**src/rtl/step_dir_rx.sv**
```systemverilog
// step_dir_rx
//   Receive-side step/dir decoder. Synchronizes an external step/dir pair,
//   qualifies step pulses by minimum high width, checks dir setup and
//   stability, and maintains a signed 32-bit position plus a per-window
//   signed step-rate measurement.
//
// Ports
//   clk            system clock
//   reset          synchronous, active-high reset
//   step_in        asynchronous step input
//   dir_in         asynchronous dir input (0 = +1 count, 1 = -1 count)
//   set_position   load position from data_in (wins over a coincident step)
//   data_in        signed position load value
//   clear_err      clears the sticky error flags
//   position       signed accumulated position (wraps naturally)
//   step_strobe    one-cycle pulse per accepted step
//   step_dir       dir latched for the most recent accepted step
//   velocity       signed net steps counted in the last completed window
//   velocity_valid one-cycle pulse when velocity updates
//   glitch_err     sticky: high pulse shorter than MIN_HIGH seen
//   dir_err        sticky: dir setup violated or dir changed while step high
module step_dir_rx #(
    parameter int unsigned MIN_HIGH  = 50,
    parameter int unsigned DIR_SETUP = 50,
    parameter int unsigned WINDOW    = 1000
) (
    input  logic               clk,
    input  logic               reset,
    input  logic               step_in,
    input  logic               dir_in,
    input  logic               set_position,
    input  logic signed [31:0] data_in,
    input  logic               clear_err,
    output logic signed [31:0] position,
    output logic               step_strobe,
    output logic               step_dir,
    output logic signed [31:0] velocity,
    output logic               velocity_valid,
    output logic               glitch_err,
    output logic               dir_err
);

    localparam int HW = $clog2(MIN_HIGH + 1);
    localparam int DW = $clog2(DIR_SETUP + 1);
    localparam int WW = $clog2(WINDOW);

    typedef enum logic [1:0] {
        LOW  = 2'd0,
        QUAL = 2'd1,
        HIGH = 2'd2
    } state_t;

    // Synchronizers and dir change detection
    logic step_m, step_s;
    logic dir_m, dir_s, dir_d;
    logic dir_chg;

    // The sync chain is cleared by reset, so a pulse already high at reset
    // release would look like a fresh rising edge. 'armed' only rises once
    // the chain has refilled and step_s has been seen low.
    logic [1:0] fill;
    logic       armed;

    logic [DW-1:0] dcnt;

    state_t        state, state_nx;
    logic [HW-1:0] hcnt, hcnt_nx;
    logic          cap_dir, cap_dir_nx;
    logic          accept, glitch_ev, dir_ev;

    logic [WW-1:0]      wcnt;
    logic signed [31:0] win_acc;
    logic signed [31:0] strobe_delta;

    assign dir_chg = (dir_s != dir_d);

    always_ff @(posedge clk) begin
        if (reset) begin
            step_m <= 1'b0;
            step_s <= 1'b0;
            dir_m  <= 1'b0;
            dir_s  <= 1'b0;
            dir_d  <= 1'b0;
            fill   <= '0;
            armed  <= 1'b0;
        end else begin
            step_m <= step_in;
            step_s <= step_m;
            dir_m  <= dir_in;
            dir_s  <= dir_m;
            dir_d  <= dir_s;
            if (fill != 2'd2) begin
                fill <= fill + 2'd1;
            end
            if (fill == 2'd2 && !step_s) begin
                armed <= 1'b1;
            end
        end
    end

    // Dir stability counter, saturating at DIR_SETUP
    always_ff @(posedge clk) begin
        if (reset) begin
            dcnt <= '0;
        end else if (dir_chg) begin
            dcnt <= '0;
        end else if (dcnt != DW'(DIR_SETUP)) begin
            dcnt <= dcnt + 1'b1;
        end
    end

    // Pulse qualification FSM: state register
    always_ff @(posedge clk) begin
        if (reset) begin
            state   <= LOW;
            hcnt    <= '0;
            cap_dir <= 1'b0;
        end else begin
            state   <= state_nx;
            hcnt    <= hcnt_nx;
            cap_dir <= cap_dir_nx;
        end
    end

    // Pulse qualification FSM: next state and events
    always_comb begin
        state_nx   = state;
        hcnt_nx    = hcnt;
        cap_dir_nx = cap_dir;
        accept     = 1'b0;
        glitch_ev  = 1'b0;
        dir_ev     = 1'b0;
        case (state)
            LOW: begin
                if (step_s && armed) begin
                    state_nx   = QUAL;
                    hcnt_nx    = HW'(1);
                    cap_dir_nx = dir_s;
                    if (dcnt < DW'(DIR_SETUP)) begin
                        dir_ev = 1'b1;
                    end
                end
            end
            QUAL: begin
                if (!step_s) begin
                    state_nx  = LOW;
                    glitch_ev = 1'b1;
                end else if (hcnt == HW'(MIN_HIGH - 1)) begin
                    state_nx = HIGH;
                    accept   = 1'b1;
                    hcnt_nx  = hcnt + 1'b1;
                end else begin
                    hcnt_nx = hcnt + 1'b1;
                end
            end
            HIGH: begin
                if (!step_s) begin
                    state_nx = LOW;
                end
            end
            default: begin
                state_nx = LOW;
            end
        endcase
        if (state != LOW && dir_chg) begin
            dir_ev = 1'b1;
        end
    end

    // Position, strobe and latched dir
    always_ff @(posedge clk) begin
        if (reset) begin
            position    <= '0;
            step_strobe <= 1'b0;
            step_dir    <= 1'b0;
        end else begin
            step_strobe <= accept;
            if (accept) begin
                step_dir <= cap_dir;
            end
            if (set_position) begin
                position <= data_in;
            end else if (accept) begin
                position <= cap_dir ? position - 32'sd1 : position + 32'sd1;
            end
        end
    end

    // Sticky error flags: a new event in the clearing cycle keeps the flag set
    always_ff @(posedge clk) begin
        if (reset) begin
            glitch_err <= 1'b0;
            dir_err    <= 1'b0;
        end else begin
            glitch_err <= (glitch_err & ~clear_err) | glitch_ev;
            dir_err    <= (dir_err & ~clear_err) | dir_ev;
        end
    end

    // Velocity window: the strobe visible on the last window cycle is
    // folded straight into the reported velocity.
    always_comb begin
        strobe_delta = '0;
        if (step_strobe) begin
            strobe_delta = step_dir ? -32'sd1 : 32'sd1;
        end
    end

    always_ff @(posedge clk) begin
        if (reset) begin
            wcnt           <= '0;
            win_acc        <= '0;
            velocity       <= '0;
            velocity_valid <= 1'b0;
        end else if (wcnt == WW'(WINDOW - 1)) begin
            wcnt           <= '0;
            win_acc        <= '0;
            velocity       <= win_acc + strobe_delta;
            velocity_valid <= 1'b1;
        end else begin
            wcnt           <= wcnt + 1'b1;
            win_acc        <= win_acc + strobe_delta;
            velocity_valid <= 1'b0;
        end
    end

endmodule

```
**config.mk**
```make
export PLATFORM = sky130hd
export DESIGN_NAME = step_dir_rx
export DESIGN_NICKNAME = d
export VERILOG_FILES = /design/src/rtl/step_dir_rx.sv
export SDC_FILE = /design/constraint.sdc
export NUM_CORES = 1
export LEC_CHECK = 0
export ABC_AREA = 1
export CORE_UTILIZATION = 58
export DETAILED_ROUTE_END_ITERATION = 8
export PLACE_DENSITY = 0.8
export SYNTH_ARGS = -nofsm -noshare
export SYNTH_HDL_FRONTEND = slang
export SYNTH_SLANG_ARGS = --single-unit
export TNS_END_PERCENT = 5
```
**constraint.sdc**
```tcl
create_clock -name clk -period 3 [get_ports clk]
set_input_delay 0.75 -clock clk [delete_from_list [all_inputs] [get_ports clk]]
set_output_delay 0.75 -clock clk [all_outputs]
set_load 0.005 [all_outputs]
```
Word level (Yosys, flattened, before mapping) --
Cells that the tools add are included.
Operators by class: $lt $le $gt $ge 1, add/subtract/negate cells 7, multiplexer cells 23, reduce and logical (&&, ||, !) cells 13, bitwise operators 5, eq/ne operators 12
Operator list (number):
- 2-to-1 mux 32 bit | 5
- adder 32 x 2 -> 32 bit, second input constant | 1
- adder 32 bit | 1
- subtractor 32 x 2 -> 32 bit, second input constant | 1
- adder 6 x 1 -> 6 bit, second input constant | 2
- 2-to-1 mux 6 bit | 2
- case mux 6 bit (2 select lines) | 1
- adder 10 x 1 -> 10 bit, second input constant | 1
- == test 10 bit, second input constant | 1
- 2-to-1 mux 1 bit | 10
- 2-to-1 mux 2 bit | 4
- inequality test 2 bit, second input constant | 4
- == test 6 bit, second input constant | 1
- < comparator 6 bit, second input constant | 1
- inequality test 6 bit, second input constant | 1
- case mux 2 bit (3 select lines) | 1
- AND reduction 3 bit | 2
- nonzero test 2 bit | 3
- == test 2 bit, second input constant | 2
- OR reduction 2 bit | 2
- logical AND 1 bit | 3
- inequality test 3 bit, second input constant | 1
- adder 2 x 1 -> 2 bit, second input constant | 1
- AND 1 bit | 2
- other kinds (7) | 8
Word-level totals: output and inout bits 69, logic and storage cells 81, flip-flop bits (word level) 134

Depth between registers and ports, before layout --
depth in word-level cells 6, depth in mapped cells 18

Worst setup path after synthesis --
Ideal clock, no wire load.
path type reg2reg, start point register cap_dir, end point register position[13], arrival time 2.242 ns, stages on the path, launching flop included 11, buffers on the path 0, path slack 0.625 ns, data required time 2.868 ns, cell sequence dfxtp_1 > ha_1 > nand2_1 > inv_1 > a21oi_1 > nor2_1 > nor2_1 > nand2_1 > or2_2 > nand3_1 > a31oi_1
Between the ends: word-level cells in the longest chain between the ends 3
Ends and longest elaborated chain:
- start: declaration | line 68 | logic cap_dir, cap_dir_nx;
- start signal: assignment | line 121 | cap_dir <= cap_dir_nx;
- 2-to-1 mux 32 bit | line 184 | position <= cap_dir ? position - 32'sd1 : position + 32'sd1;
- 2-to-1 mux 32 bit | line 183 | end else if (accept) begin
- 2-to-1 mux 32 bit | line 181 | if (set_position) begin
- end signal: assignment | line 182 | position <= data_in;
- end signal: assignment | line 184
- end: declaration | line 34 | output logic signed [31:0] position,
Every way passes these cells. The select of a mux whose other input is x is not followed. A chain may end at the register's enable or synchronous reset.

Worst setup path after layout --
start point register step_dir, end point output port step_dir
RTL lines:
- start: declaration | line 36 | output logic step_dir,
- start signal: assignment | line 179 | step_dir <= cap_dir;
No word-level cell between the ends.

==> run summary <==
row cnt -> 46
drt wl/cell -> 14.4 um
drt pass-1 iters -> 6
worst skew pair latency -> 0.43 ns
largest net degree at the start of global routing -> 48
die height -> 129 um
CP Capture Type -> output pin
commonest non-fill, non-tap cell in the layout -> nand2_1
Post-Synthesis Cells -> 1526
most frequent cells in the layout -> 476 x nand2_1, 212 x inv_1, 163 x nor2_1
WL final -> 26800 um
Switch Pwr -> 0.00114 W
internal power -> 0.00346 W
RSZ-0062 raised after global routing -> no
Seq cells post-synth -> 134
Hold WC Path Type -> reg2reg
Final Hold Vio Count -> 0
worst-case clock skew -> 0.0123 ns
critical-path cell list -> buf_4, clkdlybuf4s50_1
Final setup violation count -> 0
cts bufs inserted -> 17
Crit Path Max Fanout -> 19
outcome -> completed
clock period minus worst slack -> 2.47 ns
Arrival @ worst endpoint -> 1.72 ns
CTS tree -> done
Mapped Nets -> 1603
vias -> 9877
Final Wtd Congestion -> 0.992
initial DRC count -> 680
Nets -> 1707
Power Total -> 0.00460 W
Starting Density -> 0.591
slowest CP cell -> clkdlybuf4s50_1
worst path required time -> 2.25 ns
Sinks on Clock Net -> 134
Post-CTS Repair Setup Buffers -> 0
worst-margin pin slew -> 0.527 ns
yosys warns -> 0
Slew headroom -> 0.645
multi-input logic area -> 5620 um^2
Net Sw Frac -> 0.248
Core Region -> 15800 um^2
Fill cells -> 1428
Synth cell types -> 50
Port Buf Inserts -> 106
number of synthesized flops with an enable pin -> 0
Die W -> 129 um
DRT antenna net count -> 0
root buf cell -> clkbuf_16
period utilisation layout -> 0.824
Post-Syn Area per Cell -> 6.13 um^2
leakage -> 5.35 nW
Layout area overhead -> 19.8%
vias per inst -> 5.31
Reg area -> 2680 um^2
Pins Over Slew Limit -> 0
total negative slack -> 0 ns
clock network fraction of total power -> 0.498
first-pass GRT wire length -> 43400 um
Worst-path clk slew -> 0.06 ns
Cell Area, Synth -> 9360 um^2
Max-Cap Viols -> 0
Synth Flop Type -> dfxtp_1
sequential fraction of the synthesis area -> 0.287
hold_buf cts -> 0
Tot GR Track Use -> 0.331
area leader, netlist -> dfxtp_1
sequential power share -> 0.408
fmax -> 405 MHz
number of global-route vias before repair -> 9345
aggregate global routing overflow -> 0
die area -> 16600 um^2
post-layout util -> 0.708
Crit path max-delay family -> buffers and inverters
fraction of layout cells with a size suffix above 1 -> 0.0761
Synth top area share -> 0.287
VDD IR max -> 0.000463 V
Async SR Flop Fraction -> 0
crit path kind -> reg2out
delay of the slowest cell on the worst path -> 0.56 ns
initial antenna violation count -> 0
Final HPWL DP -> 20200 um
cts repair resizes -> 0
Buf/Inv on CP -> 2
CTS Buffer Depth -> 2
n_diodes -> 0
Logic pwr share -> 0.094
H-tree Lvls -> 4
DR DRC count -> 0
synth top area cells -> dfxtp_1 29%, nand2_1 19%, inv_1 8.5%
CP Launch Type -> flop
PwrDens -> 410 nW/um^2
# IOs -> 107
## final cells by class
cell class / instances / area share
flip-flops and latches: 134 / 0.239
clock inverters: 13 / 0.0173
well taps: 216 / 0.0241
multi-input cells: 1135 / 0.502
inverters: 222 / 0.0746
repair buffers: 120 / 0.104
clock buffers: 19 / 0.0395
## worst paths after layout
path,start,to,slack (ns),cells after the start
setup reg to reg,cap_dir$_SDFFE_PP0P_,position[29]$_SDFFE_PP0P_,0.58,11
hold / removal,dir_m$_SDFF_PP0_,dir_s$_SDFF_PP0_,0.41,2
setup / recovery,step_dir$_SDFFE_PP0P_,step_dir,0.53,2
hold reg to reg,dir_m$_SDFF_PP0_,dir_s$_SDFF_PP0_,0.41,2
## flip-flops by register name, summed over array words and instances (netlist names), 2 cells and up
name and cells:
position 32, velocity 32, win_acc 32, wcnt 10, dcnt 6, hcnt 6, fill 2, state 2
## worst register-to-register path, delay by kind of cell (launching register included)
family,cells,cell delay [ns]
and+or+nand+nor,4,0.36
buffers and inverters,2,0.43
adders and majority gates,1,0.39
DFF,1,0.33
AOI/OAI and AO/OA,4,0.83
## through the flow
| step | area [um^2] | cells | setup slack (ns) | hold slack [ns] |
|---|---|---|---|---|
| finish | 11200 | 1859 | 0.529 | 0.407 |
| global route | 11200 | 1859 | 0.401 | 0.426 |
| CTS | 11200 | 1859 | 0.525 | 0.409 |
| detailed placement | 10600 | 1827 | 0.633 | 0.400 |
| global placement | 10600 | 1827 | 0.619 | 0.390 |
| floorplan | 9360 | 1526 | 0.625 | 0.388 |
## Yosys cell counts, types with 2 or more instances
library cell	number
o21bai_1	6
nor3_2	2
nand4_1	11
nand3_1	113
inv_2	9
a31oi_1	13
a21boi_0	2
nand2_1	476
and2_1	9
nor2_2	14
xor2_1	32
o21ai_0	51
dfxtp_1	134
buf_4	2
o21ai_1	6
buf_1	4
buf_2	4
nand3b_1	6
nor2_1	164
ha_1	38
inv_1	212
xnor2_1	4
nor3_1	20
buf_6	6
nand2_4	3
nand2_2	41
a41oi_1	5
a21oi_1	89
clkbuf_1	17
nor3b_1	2
or2_2	2
a22o_1	11
## cells by family after synthesis
family,count (synthesis),share of synthesized area
and+or+nand+nor,867,0.397
xor gates and xnor gates,37,0.0354
buffers and inverters,257,0.112
adders and majority gates,39,0.0530
AOI/OAI and AO/OA,192,0.116
DFF,134,0.287
## power groups by stage
stage	Combinational, W	Clock [W]	Sequential, W
5_1_grt	0.000479	0.00239	0.00188
3_5_place_dp	0.000426	0	0.00191
3_3_place_gp	0.000419	0	0.00191
4_1_cts	0.000431	0.00231	0.00187
6_report	0.000431	0.00229	0.00187
2_1_floorplan	0.000249	0	0.00191
## layer usage
metal | up-vias | track usage | routed length, um
li1 | 5031 | - | -
met1 | 4475 | 0.378 | 11300
met2 | 292 | 0.602 | 13200
met3 | 79 | 0.0512 | 1290
met4 | 0 | 0.161 | 952
met5 | - | 0 | 0
No activity file was read; power rests on OpenSTA's default activity.
